## config.mk

```make
export PLATFORM = sky130hd
export DESIGN_NAME = decode_stage
export DESIGN_NICKNAME = d
export VERILOG_FILES = /design/src/rtl/decode_stage.sv
export SDC_FILE = /design/constraint.sdc
export NUM_CORES = 1
export LEC_CHECK = 0
export ABC_CLOCK_PERIOD_IN_PS = 5160
export CAP_MARGIN = 40
export CORE_AREA = 2 2 273 275
export CTS_CLUSTER_DIAMETER = 50
export DETAILED_ROUTE_END_ITERATION = 16
export DIE_AREA = 0 0 275 277
export PLACE_DENSITY = 0.46
export SYNTH_ARGS = -nofsm -noshare
export SYNTH_HDL_FRONTEND = slang
export SYNTH_SLANG_ARGS = --single-unit
```

## constraint.sdc

```tcl
create_clock -name clock -period 5.16 [get_ports clock]
set_clock_uncertainty 0.05 [all_clocks]
set_input_delay 0.774 -clock clock [delete_from_list [all_inputs] [get_ports clock]]
set_output_delay 0.774 -clock clock [all_outputs]
set_load 0.05 [all_outputs]
```

## src/rtl/decode_stage.sv

```systemverilog
// LEGv8 instruction-decode stage: register-index extraction, write-back bypass,
// immediate/control decode, load-use hazard detection and the ID/EX register.
module decode_stage #(
  parameter int unsigned DATA_WIDTH    = 64,
  parameter int unsigned ADDRESS_WIDTH = 64
) (
  input  logic                     clock,
  input  logic                     reset,
  input  logic                     if_valid,
  input  logic [31:0]              if_instruction,
  input  logic [DATA_WIDTH-1:0]    if_pc,
  input  logic                     flush,
  input  logic                     wb_write,
  input  logic [4:0]               wb_address,
  input  logic [DATA_WIDTH-1:0]    wb_data,
  output logic [ADDRESS_WIDTH-1:0] rb_address_1,
  output logic [ADDRESS_WIDTH-1:0] rb_address_2,
  input  logic [DATA_WIDTH-1:0]    rb_data_1,
  input  logic [DATA_WIDTH-1:0]    rb_data_2,
  output logic                     stall,
  output logic                     id_valid,
  output logic [DATA_WIDTH-1:0]    id_pc,
  output logic [DATA_WIDTH-1:0]    id_data_1,
  output logic [DATA_WIDTH-1:0]    id_data_2,
  output logic [DATA_WIDTH-1:0]    id_immediate,
  output logic [4:0]               id_rd,
  output logic [10:0]              id_opcode,
  output logic                     id_reg_write,
  output logic                     id_mem_read,
  output logic                     id_mem_write,
  output logic                     id_branch
);

  logic [4:0] rn;
  logic [4:0] reg2;
  logic [DATA_WIDTH-1:0] operand_1;
  logic [DATA_WIDTH-1:0] operand_2;
  logic [DATA_WIDTH-1:0] immediate;
  logic reg_write;
  logic mem_read;
  logic mem_write;
  logic branch;
  logic hazard;

  logic                  id_valid_q;
  logic [DATA_WIDTH-1:0] id_pc_q;
  logic [DATA_WIDTH-1:0] id_data_1_q;
  logic [DATA_WIDTH-1:0] id_data_2_q;
  logic [DATA_WIDTH-1:0] id_immediate_q;
  logic [4:0]            id_rd_q;
  logic [10:0]           id_opcode_q;
  logic                  id_reg_write_q;
  logic                  id_mem_read_q;
  logic                  id_mem_write_q;
  logic                  id_branch_q;

  // STUR/CBZ/CBNZ (and every other bit-28 format) read their second register from Rt.
  assign rn   = if_instruction[9:5];
  assign reg2 = if_instruction[28] ? if_instruction[4:0] : if_instruction[20:16];

  assign rb_address_1 = ADDRESS_WIDTH'(rn);
  assign rb_address_2 = ADDRESS_WIDTH'(reg2);

  // Write-back bypass: the bank write lands this same edge, so forward it.
  always_comb begin
    operand_1 = rb_data_1;
    operand_2 = rb_data_2;
    if (wb_write && (wb_address == rn))   operand_1 = wb_data;
    if (wb_write && (wb_address == reg2)) operand_2 = wb_data;
  end

  // Instruction-class decode: immediate extension and control flags.
  always_comb begin
    immediate = '0;
    reg_write = 1'b1;
    mem_read  = 1'b0;
    mem_write = 1'b0;
    branch    = 1'b0;
    if ((if_instruction[31:26] == 6'b000101) || (if_instruction[31:26] == 6'b100101)) begin
      immediate = {{(DATA_WIDTH-26){if_instruction[25]}}, if_instruction[25:0]};
      reg_write = 1'b0;
      branch    = 1'b1;
    end else if ((if_instruction[31:24] == 8'b10110100) ||
                 (if_instruction[31:24] == 8'b10110101)) begin
      immediate = {{(DATA_WIDTH-19){if_instruction[23]}}, if_instruction[23:5]};
      reg_write = 1'b0;
      branch    = 1'b1;
    end else if (if_instruction[31:21] == 11'b11111000010) begin
      immediate = {{(DATA_WIDTH-9){if_instruction[20]}}, if_instruction[20:12]};
      mem_read  = 1'b1;
    end else if (if_instruction[31:21] == 11'b11111000000) begin
      immediate = {{(DATA_WIDTH-9){if_instruction[20]}}, if_instruction[20:12]};
      reg_write = 1'b0;
      mem_write = 1'b1;
    end else if ((if_instruction[31:22] == 10'b1001000100) ||
                 (if_instruction[31:22] == 10'b1101000100)) begin
      immediate = {{(DATA_WIDTH-12){1'b0}}, if_instruction[21:10]};
    end
  end

  // Load-use hazard against the instruction now in ID/EX; X31 as load target never stalls.
  always_comb begin
    hazard = id_valid_q & id_mem_read_q & (id_rd_q != 5'd31) & if_valid &
             ((id_rd_q == rn) | (id_rd_q == reg2));
    stall  = hazard & ~flush;
  end

  // ID/EX pipeline register: bubbles keep data fields, clearing only valid and flags.
  always_ff @(posedge clock) begin
    if (reset) begin
      id_valid_q     <= 1'b0;
      id_pc_q        <= '0;
      id_data_1_q    <= '0;
      id_data_2_q    <= '0;
      id_immediate_q <= '0;
      id_rd_q        <= '0;
      id_opcode_q    <= '0;
      id_reg_write_q <= 1'b0;
      id_mem_read_q  <= 1'b0;
      id_mem_write_q <= 1'b0;
      id_branch_q    <= 1'b0;
    end else if (flush || hazard) begin
      id_valid_q     <= 1'b0;
      id_reg_write_q <= 1'b0;
      id_mem_read_q  <= 1'b0;
      id_mem_write_q <= 1'b0;
      id_branch_q    <= 1'b0;
    end else begin
      id_valid_q     <= if_valid;
      id_pc_q        <= if_pc;
      id_data_1_q    <= operand_1;
      id_data_2_q    <= operand_2;
      id_immediate_q <= immediate;
      id_rd_q        <= if_instruction[4:0];
      id_opcode_q    <= if_instruction[31:21];
      id_reg_write_q <= reg_write & if_valid;
      id_mem_read_q  <= mem_read & if_valid;
      id_mem_write_q <= mem_write & if_valid;
      id_branch_q    <= branch & if_valid;
    end
  end

  assign id_valid     = id_valid_q;
  assign id_pc        = id_pc_q;
  assign id_data_1    = id_data_1_q;
  assign id_data_2    = id_data_2_q;
  assign id_immediate = id_immediate_q;
  assign id_rd        = id_rd_q;
  assign id_opcode    = id_opcode_q;
  assign id_reg_write = id_reg_write_q;
  assign id_mem_read  = id_mem_read_q;
  assign id_mem_write = id_mem_write_q;
  assign id_branch    = id_branch_q;

endmodule

```

==> impl_results.md, run 1 <==
- CTS tree: built
- Critical Path End Type: output port
- Area leader, netlist: dfxtp_1
- Global-route wire length before repair: 73.3 mm
- Die Y: 277 um
- Worst Hold End: id_pc[32]$_SDFFE_PP0N_
- Drt total wl: 51.8 mm
- Top cells by area, synth: dfxtp_1 (42%), buf_4 (11%), nand2_1 (8.1%)
- Worst-Skew Late Latency: 570 ps
- Fmax: 0.215 GHz
- Main combinational cell family by area after synthesis: compound AO/OA/AOI/OAI gates
- Maximum vdd ir drop: 0.000257 V
- Synth Area per Inst: 8.32 um2
- Commonest non-fill, non-tap cell in the layout: clkdlybuf4s50_1
- Setup WS pre-CTS: 511 ps
- Synth Area in Compound Gates: 19.1%
- Share of cells above drive strength 1: 7.12%
- Clock root buffer: clkbuf_16
- Xor/xnor share of the synthesized area: 1.55%
- Core footprint: 73600 um2
- Vias per cell: 3.95
- Netlist Area Pre-Place: 11300 um2
- Sequential area share after synthesis: 42.3%
- Crit path time final: 4660 ps
- Max clock buf depth: 3
- Vias: 11400
- Hold Startpoint: id_pc[32]$_SDFFE_PP0N_
- Detailed placer's ending HPWL: 38.8 mm
- Total grt overflow: 0
- Drt wl/cell: 18.0 um
- Critical path arrival: 3830 ps
- Buffers added on ports: 585
- Setup WS post-layout: 501 ps
- Postcts setup bufs: 0
- Cells after synthesis: 1359
- Unrepaired setup endpoints after global routing: no
- Final slew viol count: 0
- Worst-path clk slew: 50 ps
- Worst-path fanout max: 9
- CP Launch Type: input port
- DRT Pass-1 Iters: 5
- Hold Path Stages: 2
- TritonCTS buffer count: 45
- Cell mode on critical path: clkdlybuf4s50_1
- R2r startpoint: id_rd[0]$_SDFFE_PP0N_
- Reg2Reg Setup Slack: 2310 ps
- Slowest CP cell: clkdlybuf4s50_1
- Gpl congestion: 0.774
- Worst path cell trace: clkdlybuf4s50_1 > mux2i_1 > xor2_1 > nand3_1 > o31ai_1 > nand2_1 > nor2_1 > clkdlybuf4s50_1
- Reg2reg path depth: 8
- Synth Area in Adders: 0%
- Mux contribution to synthesized area: 6.18%
- Synth async-reset ratio: 0%
- Power Density: 355 nW/um2
- Gr usage total: 12.7%
- Final setup viols: 0
- Initial Util: 15.4%
- Post-route ant nets: 0
- Final Hold Viols: 0
- #FFs+latches synth: 239
- Starting DRC count in detailed routing: 542
- Synthesis Warnings: 0
- Post-synth EDFFs: 0
- Leakage power: 0.00712 uW
- Clk sinks: 239
- Initial antenna violation count: 8
- Worst-margin pin slew: 903 ps
- Largest delay share family, worst path: buffers and inverters
- Synth cell types: 40
- Area growth, synth to finish: 69.2%
- Setup TNS: 0 ps
- Most frequent cells in the layout: clkdlybuf4s50_1 (584), nand2_1 (245), dfxtp_1 (239), nor2_1 (158), a21oi_1 (145)
- Min Hold Slack: 402 ps
- Status: finished, final reports clean
- Slew HR: 39.8%
- WP buf/inv: 2
- Std-Cell Rows: 100
- Worst EP required: 4340 ps
- Drt drc: 0
- Simple-gate share of the synthesized area: 15.5%
- Synth top area share: 42.3%
- CTS Hold Bufs: 0
- Max cap viols: 0
- Die Width: 275 um
- PostCTS Resize Cnt: 0
- Worst Setup Path Type: in -> out
- Final period utilization: 90.3%
- H-tree depth: 2
- Largest net degree at the start of global routing: 124
- Power Total: 6780 uW
- Top Ports: 704
- Die footprint: 76200 um2
- Vias in the first global route: 11200
- CP max stage delay: 890 ps
- Final #Nets: 2173
- Hold Path Class: reg -> reg
- Worst reg2reg endpoint: id_data_2[28]$_SDFFE_PP0N_
- Top_reg_cell synth: dfxtp_1
Yosys cell counts (2+ instances only):
master and n:
mux2i_1 67, o31ai_1 2, nand2_1 245, a31oi_1 2
a21oi_1 145, buf_2 33, a311oi_1 16, nor3_1 6
nand2b_1 2, buf_4 170, nand3_1 5, and3_1 4
clkbuf_1 57, buf_6 4, xor2_1 13, xnor2_1 7
dfxtp_1 239, nor2_1 158, nor3b_1 6, o21a_1 2
a221oi_1 5, and2_1 3, inv_1 6, a211oi_1 121
a211oi_2 13, mux2i_2 2, a222oi_1 11, nor4_1 3
sequential cells by signal, summed over array words and instances, names as in the netlist:
name and cells:
id_branch 1, id_data_1 64, id_data_2 64, id_immediate 26, id_mem_read 1, id_mem_write 1, id_opcode 11, id_pc 64
id_rd 5, id_reg_write 1, id_valid 1
routing by layer:
metal | share of wire, % | up-vias | wire (um) | global-route usage, %
met4 | 2.6 | 8 | 1330 | 3.74
met3 | 11 | 84 | 5820 | 5.68
li1 | - | 5442 | - | -
met5 | 0.098 | - | 51 | 0
met2 | 47 | 507 | 24400 | 21.5
met1 | 39 | 5345 | 20200 | 14.3
power by group:
part	switching (uW)	internal [uW]
registers	67.6	1970
logic	1040	545
clock network	1120	2040
total	2230	4550
layout make-up:
cell class | instances | area, um2
antenna | 1 | 2.50
clock buffer | 57 | 1250
clock inverter | 24 | 370
fill | 7885 | 54500
inverter | 6 | 22.5
multi-input combinational | 966 | 5270
sequential | 239 | 4780
tap | 969 | 1210
timing repair buffer | 617 | 6210
how the worst max path moves through the flow:
stage,start,to,slack (ps),depth (start not counted)
detailed placement,if_instruction[28],stall,510,8
CTS,if_instruction[28],stall,500,8
floorplan,if_instruction[28],stall,1870,7
global route,if_instruction[28],stall,320,8
global placement,if_instruction[28],stall,510,8
finish,if_instruction[28],stall,500,8
stage by stage:
stage / instances / cell area, um2 / utilization, %
3_5_place_dp: 2797 / 17500 / 23.8
3_3_place_gp: 2794 / 17400 / 23.7
6_report: 2879 / 19100 / 26.0
2_1_floorplan: 1476 / 11700 / -
4_1_cts: 2878 / 19100 / 26.0
5_1_grt: 2878 / 19100 / 26.0
worst min-delay path, delay by kind of cell (launching register included):
family	cells	cell delay (ps)
and+or+nand+nor	1	50
AOI/OAI and AO/OA	1	50
DFF	1	300
logic make-up (layout without fill, tap and decap cells):
| group | Yosys count | in the layout |
|---|---|---|
| AOI/OAI and AO/OA | 320 | 320 |
| muxes | 69 | 69 |
| xor gates and xnor gates | 20 | 20 |
| other | 1 | 119 |
| DFF | 239 | 239 |
| and+or+nand+nor | 439 | 439 |
| buffers and inverters | 271 | 704 |
Power figures use the tool's default switching activity.
==> run 2, diff against run 1 <==
--- a/config.mk
+++ b/config.mk
@@ -6,9 +6,9 @@
 export NUM_CORES = 1
 export LEC_CHECK = 0
 export ABC_CLOCK_PERIOD_IN_PS = 5160
-export CAP_MARGIN = 40
+export CAP_MARGIN = 10
 export CORE_AREA = 2 2 273 275
-export CTS_CLUSTER_DIAMETER = 50
+export CTS_CLUSTER_DIAMETER = 80
 export DETAILED_ROUTE_END_ITERATION = 16
 export DIE_AREA = 0 0 275 277
 export PLACE_DENSITY = 0.46
==> run 2 against run 1 <==
Sequential power about the same. Sequential cell count unchanged. Fmax decreased by 0.41%. Worst setup slack got worse by 19 ps. Combinational power about the same. Clock power decreased by 28%. Cell count decreased by 0.97%. First-iteration DRC count decreased by 9.6%. Largest cell class unchanged. Largest power group unchanged. Highest routed layer unchanged.
==> impl_results.md, run 2 (synthesis gave the netlist of run 1 again) <==
- Status: finished, final reports clean (unchanged)
- Leakage power: 0.00683 uW (was 0.00712 uW)
- Power Density: 318 nW/um2 (was 355 nW/um2)
- GR Util met2: 21.4% (was 21.5%)
- Final setup viols: 0 (unchanged)
- Starting DRC count in detailed routing: 490 (was 542)
- Gr usage total: 12.6% (was 12.7%)
- Final period utilization: 90.7% (was 90.3%)
- CP Launch Type: input port (unchanged)
- Worst EP required: 4340 ps (about the same)
- CTS tree: built (unchanged)
- Register area: 4790 um2 (was 4780 um2)
- Hold Path Stages: 2 (unchanged)
- R2r startpoint: id_rd[1]$_SDFFE_PP0N_ (was id_rd[0]$_SDFFE_PP0N_)
- Die footprint: 76200 um2 (unchanged)
- Vias: 11300 (was 11400)
- Total grt overflow: 0 (unchanged)
- Initial Util: 15.4% (unchanged)
- TritonCTS buffer count: 31 (was 45)
- PostCTS Resize Cnt: 0 (unchanged)
- Core footprint: 73600 um2 (unchanged)
- Initial antenna violation count: 7 (was 8)
- Detailed placer's ending HPWL: 38.6 mm (was 38.8 mm)
- Worst-path fanout max: 9 (unchanged)
- Clk sinks: 239 (unchanged)
- M3 GR Usage: 4.98% (was 5.68%)
- Final #Nets: 2157 (was 2173)
- Vias in the first global route: 11100 (was 11200)
- Share of cells above drive strength 1: 5.69% (was 7.12%)
- H-tree depth: 1 (was 2)
- Post-route ant nets: 0 (unchanged)
- Drt total wl: 51.4 mm (was 51.8 mm)
- Worst-Skew Late Latency: 580 ps (was 570 ps)
- Critical path arrival: 3850 ps (was 3830 ps)
- Placed cell count: 2794 (was 2797)
- Fin cells: 2851 (was 2879)
- Final slew viol count: 0 (unchanged)
- Worst-path clk slew: 60 ps (was 50 ps)
- Reg2reg path depth: 7 (was 8)
- Critical Path End Type: output port (unchanged)
- Setup WS pre-CTS: 502 ps (was 511 ps)
- Setup WS post-layout: 482 ps (was 501 ps)
- Area growth, synth to finish: 63.9% (was 69.2%)
- Final Util: 25.2% (was 26.0%)
- Maximum vdd ir drop: 0.000297 V (was 0.000257 V)
- Postcts setup bufs: 0 (unchanged)
- DRT Pass-1 Iters: 5 (unchanged)
- Buffers added on ports: 585 (unchanged)
- Die Y: 277 um (unchanged)
- Slew HR: 29.5% (was 39.8%)
- Vias per cell: 3.96 (was 3.95)
- Max clock buf depth: 3 (unchanged)
- Gpl congestion: 0.774 (unchanged)
- Hold Path Class: reg -> reg (unchanged)
- Worst reg2reg endpoint: id_data_2[45]$_SDFFE_PP0N_ (was id_data_2[28]$_SDFFE_PP0N_)
- Die Width: 275 um (unchanged)
- Largest net degree at the start of global routing: 124 (unchanged)
- Fillers: 7902 (was 7885)
- Hold Startpoint: id_immediate[10]$_SDFFE_PP0N_ (was id_pc[32]$_SDFFE_PP0N_)
- Setup TNS: 0 ps (unchanged)
- CTS Hold Bufs: 0 (unchanged)
- Worst Hold End: id_immediate[10]$_SDFFE_PP0N_ (was id_pc[32]$_SDFFE_PP0N_)
- Met1 GRT Util: 14.6% (was 14.3%)
- Busiest metal layer after global routing: met2 (unchanged)
- Final Hold Viols: 0 (unchanged)
- Reg2Reg Setup Slack: 2200 ps (was 2310 ps)
- Drt wl/cell: 18.0 um (about the same)
- Crit path time final: 4680 ps (was 4660 ps)
- Worst-margin pin slew: 1060 ps (was 903 ps)
- Commonest non-fill, non-tap cell in the layout: clkdlybuf4s50_1 (unchanged)
- Std-Cell Rows: 100 (unchanged)
- Drt drc: 0 (unchanged)
- Fmax: 0.214 GHz (was 0.215 GHz)
- Max cap viols: 0 (unchanged)
- Unrepaired setup endpoints after global routing: no (unchanged)
- Worst Setup Path Type: in -> out (unchanged)
- Clock root buffer: clkbuf_16 (unchanged)
- Most frequent cells in the layout: clkdlybuf4s50_1 (584), nand2_1 (245), dfxtp_1 (238), nor2_1 (158), a21oi_1 (145) (was clkdlybuf4s50_1 (584), nand2_1 (245), dfxtp_1 (239), nor2_1 (158), a21oi_1 (145))
- Global-route wire length before repair: 73.1 mm (was 73.3 mm)
- Multi-input gate area: 5270 um2 (unchanged)
- Top Ports: 704 (unchanged)
## run 2: cell count changes in the layout (fill, tap and decap cells not counted), sizes merged
cell,delta
clkinvlp,-1
bufinv,-3
clkinv,-8
inv,-4
clkbuf,-10
buf,-2
## run 2: final cells by class
cell class | instances | area share (%)
Tap cell | 969 | 6.55
Antenna cell | 1 | 0.0135
Clock buffer | 47 | 5.05
Multi-Input combinational cell | 966 | 28.4
Sequential cell | 239 | 25.8
Timing Repair Buffer | 615 | 33.3
Clock inverter | 8 | 0.669
Inverter | 6 | 0.122
## run 2: how the worst max path moves through the flow
stage,startpoint,endpoint
global route,if_instruction[28],stall
CTS,if_instruction[28],stall
floorplan,if_instruction[28],stall
detailed placement,if_instruction[28],stall
global placement,if_instruction[28],stall
finish,if_instruction[28],stall
## run 2: report_power, final
| group | switching [uW] | internal (uW) |
|---|---|---|
| registers | 71.1 | 1960 |
| clock network | 886 | 1390 |
| logic | 1040 | 543 |
## run 2: stage by stage
step,area [um2],hold WS (ps),total power (uW)
3_5_place_dp,17400,396,3660
5_1_grt,18500,424,6140
2_1_floorplan,11700,617,3100
4_1_cts,18500,404,6000
6_report,18500,400,5890
3_3_place_gp,17400,391,3650
## run 2: routing by layer
layer	vias to the layer above	share of wire (%)
met3	67	10
li1	5393	-
met2	489	47
met4	8	2.7
met1	5336	40
met5	-	0.10
## run 2: worst max-delay path, cell delays in order
cell and delay (ps):
clkdlybuf4s50_1 890, mux2i_1 510, xor2_1 180, nand3_1 200, o31ai_1 270, nand2_1 90, nor2_1 110, clkdlybuf4s50_1 810
==> run 3, diff against run 2 <==
--- a/config.mk
+++ b/config.mk
@@ -12,6 +12,7 @@
 export DETAILED_ROUTE_END_ITERATION = 16
 export DIE_AREA = 0 0 275 277
 export PLACE_DENSITY = 0.46
+export RECOVER_POWER = 100
 export SYNTH_ARGS = -nofsm -noshare
 export SYNTH_HDL_FRONTEND = slang
 export SYNTH_SLANG_ARGS = --single-unit
==> run 3 against run 2 <==
The flow now finishes with violations (capacitance limit, slew limit). Critical path depth did not move. Non-clock buffer count did not move. Sequential power barely moved. First-iteration DRC count rose by 11%. Die area did not move. Design area fell by 0.39%. Cell count barely moved. Global-route usage did not move. Critical endpoint unchanged. Largest cell class unchanged.
==> impl_results.md, run 3 (synthesis gave the netlist of run 1 again) <==
- Commonest non-fill, non-tap cell in the layout: clkdlybuf4s50_1 (unchanged)
- Fillers: 7908 (was 7902)
- Most frequent cells in the layout: clkdlybuf4s50_1 (296), dlygate4sd3_1 (288), nand2_1 (245), dfxtp_1 (239), nor2_1 (158) (was clkdlybuf4s50_1 (584), nand2_1 (245), dfxtp_1 (238), nor2_1 (158), a21oi_1 (145))
- Worst-path fanout max: 9 (unchanged)
- Unrepaired setup endpoints after global routing: no (unchanged)
- Total grt overflow: 0 (unchanged)
- Final Util: 25.1% (was 25.2%)
- Final #Nets: 2157 (unchanged)
- Power Total: 5830 uW (was 5890 uW)
- TritonCTS buffer count: 31 (unchanged)
- Global-route wire length before repair: 73.1 mm (unchanged)
- Gpl congestion: 0.774 (unchanged)
- Drt total wl: 51.5 mm (was 51.4 mm)
- Hold Path Class: reg -> reg (unchanged)
- Area growth, synth to finish: 63.2% (was 63.9%)
- Clock root buffer: clkbuf_16 (unchanged)
- Drt wl/cell: 18.1 um (was 18.0 um)
- PostCTS Resize Cnt: 0 (unchanged)
- Share of cells above drive strength 1: 5.10% (was 5.69%)
- Slew HR: -22.1% (was 29.5%)
- Core footprint: 73600 um2 (unchanged)
- Switching power of the nets: 1990 uW (about the same)
- P_int: 3840 uW (was 3890 uW)
- CP Launch Type: input port (unchanged)
- Worst-path clk slew: 50 ps (was 60 ps)
- Buffers added on ports: 585 (unchanged)
- Worst EP required: 4340 ps (about the same)
- Sw Ratio: 34.1% (was 33.9%)
- Crit path time final: 4740 ps (was 4680 ps)
- Setup TNS: 0 ps (unchanged)
- Max cap viols: 2 (was 0)
- Multi-input gate area: 5230 um2 (was 5270 um2)
- Die Width: 275 um (unchanged)
- Clk sinks: 239 (unchanged)
- CP max stage delay: 970 ps (was 890 ps)
- Starting DRC count in detailed routing: 545 (was 490)
- Vias in the first global route: 11100 (unchanged)
- Largest delay share family, worst path: buffers and inverters (unchanged)
- Initial antenna violation count: 7 (unchanged)
- Detailed placer's ending HPWL: 38.6 mm (unchanged)
- Die Y: 277 um (unchanged)
- Worst-Skew Late Latency: 580 ps (about the same)
- Post-route ant nets: 0 (unchanged)
- Top Ports: 704 (unchanged)
- Slowest CP cell: dlygate4sd3_1 (was clkdlybuf4s50_1)
- Power Density: 316 nW/um2 (was 318 nW/um2)
- Worst path cell trace: dlygate4sd3_1 > mux2i_1 > xor2_1 > nand3_1 > o31ai_1 > nand2_1 > nor2_1 > dlygate4sd3_1 (was clkdlybuf4s50_1 > mux2i_1 > xor2_1 > nand3_1 > o31ai_1 > nand2_1 > nor2_1 > clkdlybuf4s50_1)
- H-tree depth: 1 (unchanged)
- Fmax: 0.211 GHz (was 0.214 GHz)
- DRT Pass-1 Iters: 7 (was 5)
- Register area: 4780 um2 (was 4790 um2)
- Largest net degree at the start of global routing: 124 (unchanged)
- Final Hold Viols: 0 (unchanged)
- Die footprint: 76200 um2 (unchanged)
- Status: finished, violations left (was finished, final reports clean)
- CTS Hold Bufs: 0 (unchanged)
- Min Hold Slack: 395 ps (was 400 ps)
- Critical path arrival: 3910 ps (was 3850 ps)
- Antenna diodes: 0 (was 1)
- Leakage power: 0.00746 uW (was 0.00683 uW)
- Failing checks: capacitance limit, slew limit
- Worst Setup Path Type: in -> out (unchanged)
- Final setup viols: 0 (unchanged)
- Vias: 11300 (about the same)
- Logic pwr share: 26.2% (was 26.8%)
- Setup WS post-layout: 424 ps (was 482 ps)
- Final period utilization: 91.8% (was 90.7%)
- Worst-margin pin slew: 1830 ps (was 1060 ps)
- Cell mode on critical path: dlygate4sd3_1 (was clkdlybuf4s50_1)
- Std-Cell Rows: 100 (unchanged)
- CTS tree: built (unchanged)
- Final slew viol count: 155 (was 0)
- Setup WS pre-CTS: 502 ps (unchanged)
- Gr usage total: 12.6% (unchanged)
- Sequential power share: 34.8% (was 34.6%)
- Clock share of power: 39.0% (was 38.6%)
- Max clock buf depth: 3 (unchanged)
- Initial Util: 15.4% (unchanged)
- Drt drc: 0 (unchanged)
- Vias per cell: 3.97 (was 3.96)
- Postcts setup bufs: 0 (unchanged)
- Maximum vdd ir drop: 0.000296 V (was 0.000297 V)
- Critical Path End Type: output port (unchanged)
- WP buf/inv: 2 (unchanged)
==> run 3: worst paths after layout <==
path	depth (start not counted)	startpoint	endpoint	slack (ps)
setup reg to reg	7	id_rd[1]$_SDFFE_PP0N_	id_mem_read$_SDFF_PP0_	1380
hold / removal	2	id_immediate[10]$_SDFFE_PP0N_	id_immediate[10]$_SDFFE_PP0N_	400
setup / recovery	8	if_instruction[28]	stall	420
hold reg to reg	2	id_immediate[10]$_SDFFE_PP0N_	id_immediate[10]$_SDFFE_PP0N_	400
==> run 3: worst register-to-register path: stages (launching register included) <==
cell	delay (ps)
dfxtp_1	380
and3_1	210
a31oi_1	250
or3b_1	410
o21ai_0	410
clkbuf_2	1280
nor3b_1	360
and3_1	320
==> run 3: area by class of cell <==
cell class / instances / share of cell area, %
Timing Repair Buffer: 615 / 33.3
Clock buffer: 47 / 5.07
Tap cell: 969 / 6.57
Sequential cell: 239 / 25.9
Clock inverter: 8 / 0.671
Inverter: 6 / 0.122
Multi-Input combinational cell: 966 / 28.4
==> run 3: layer usage <==
metal | part of all wire [%] | routed length, um | vias up | track usage [%]
met2 | 47 | 24200 | 510 | 21.4
met1 | 40 | 20300 | 5316 | 14.6
met3 | 11 | 5410 | 69 | 4.98
li1 | - | - | 5402 | -
met4 | 2.8 | 1420 | 8 | 3.20
met5 | 0.10 | 52 | - | 0
==> run 3: power by group through the flow <==
| stage | clock [uW] | combinational, uW | sequential [uW] |
|---|---|---|---|
| floorplan | 0 | 637 | 2460 |
| global placement | 0 | 1580 | 2070 |
| detailed placement | 0 | 1590 | 2080 |
| CTS | 2370 | 1590 | 2040 |
| global route | 2430 | 1610 | 2040 |
| finish | 2270 | 1530 | 2030 |
==> run 3: per-stage QoR <==
| stage | instance area [um2] | instances |
|---|---|---|
| floorplan | 11700 | 1476 |
| global placement | 17400 | 2794 |
| detailed placement | 17400 | 2794 |
| CTS | 18500 | 2849 |
| global route | 18400 | 2850 |
| finish | 18400 | 2850 |
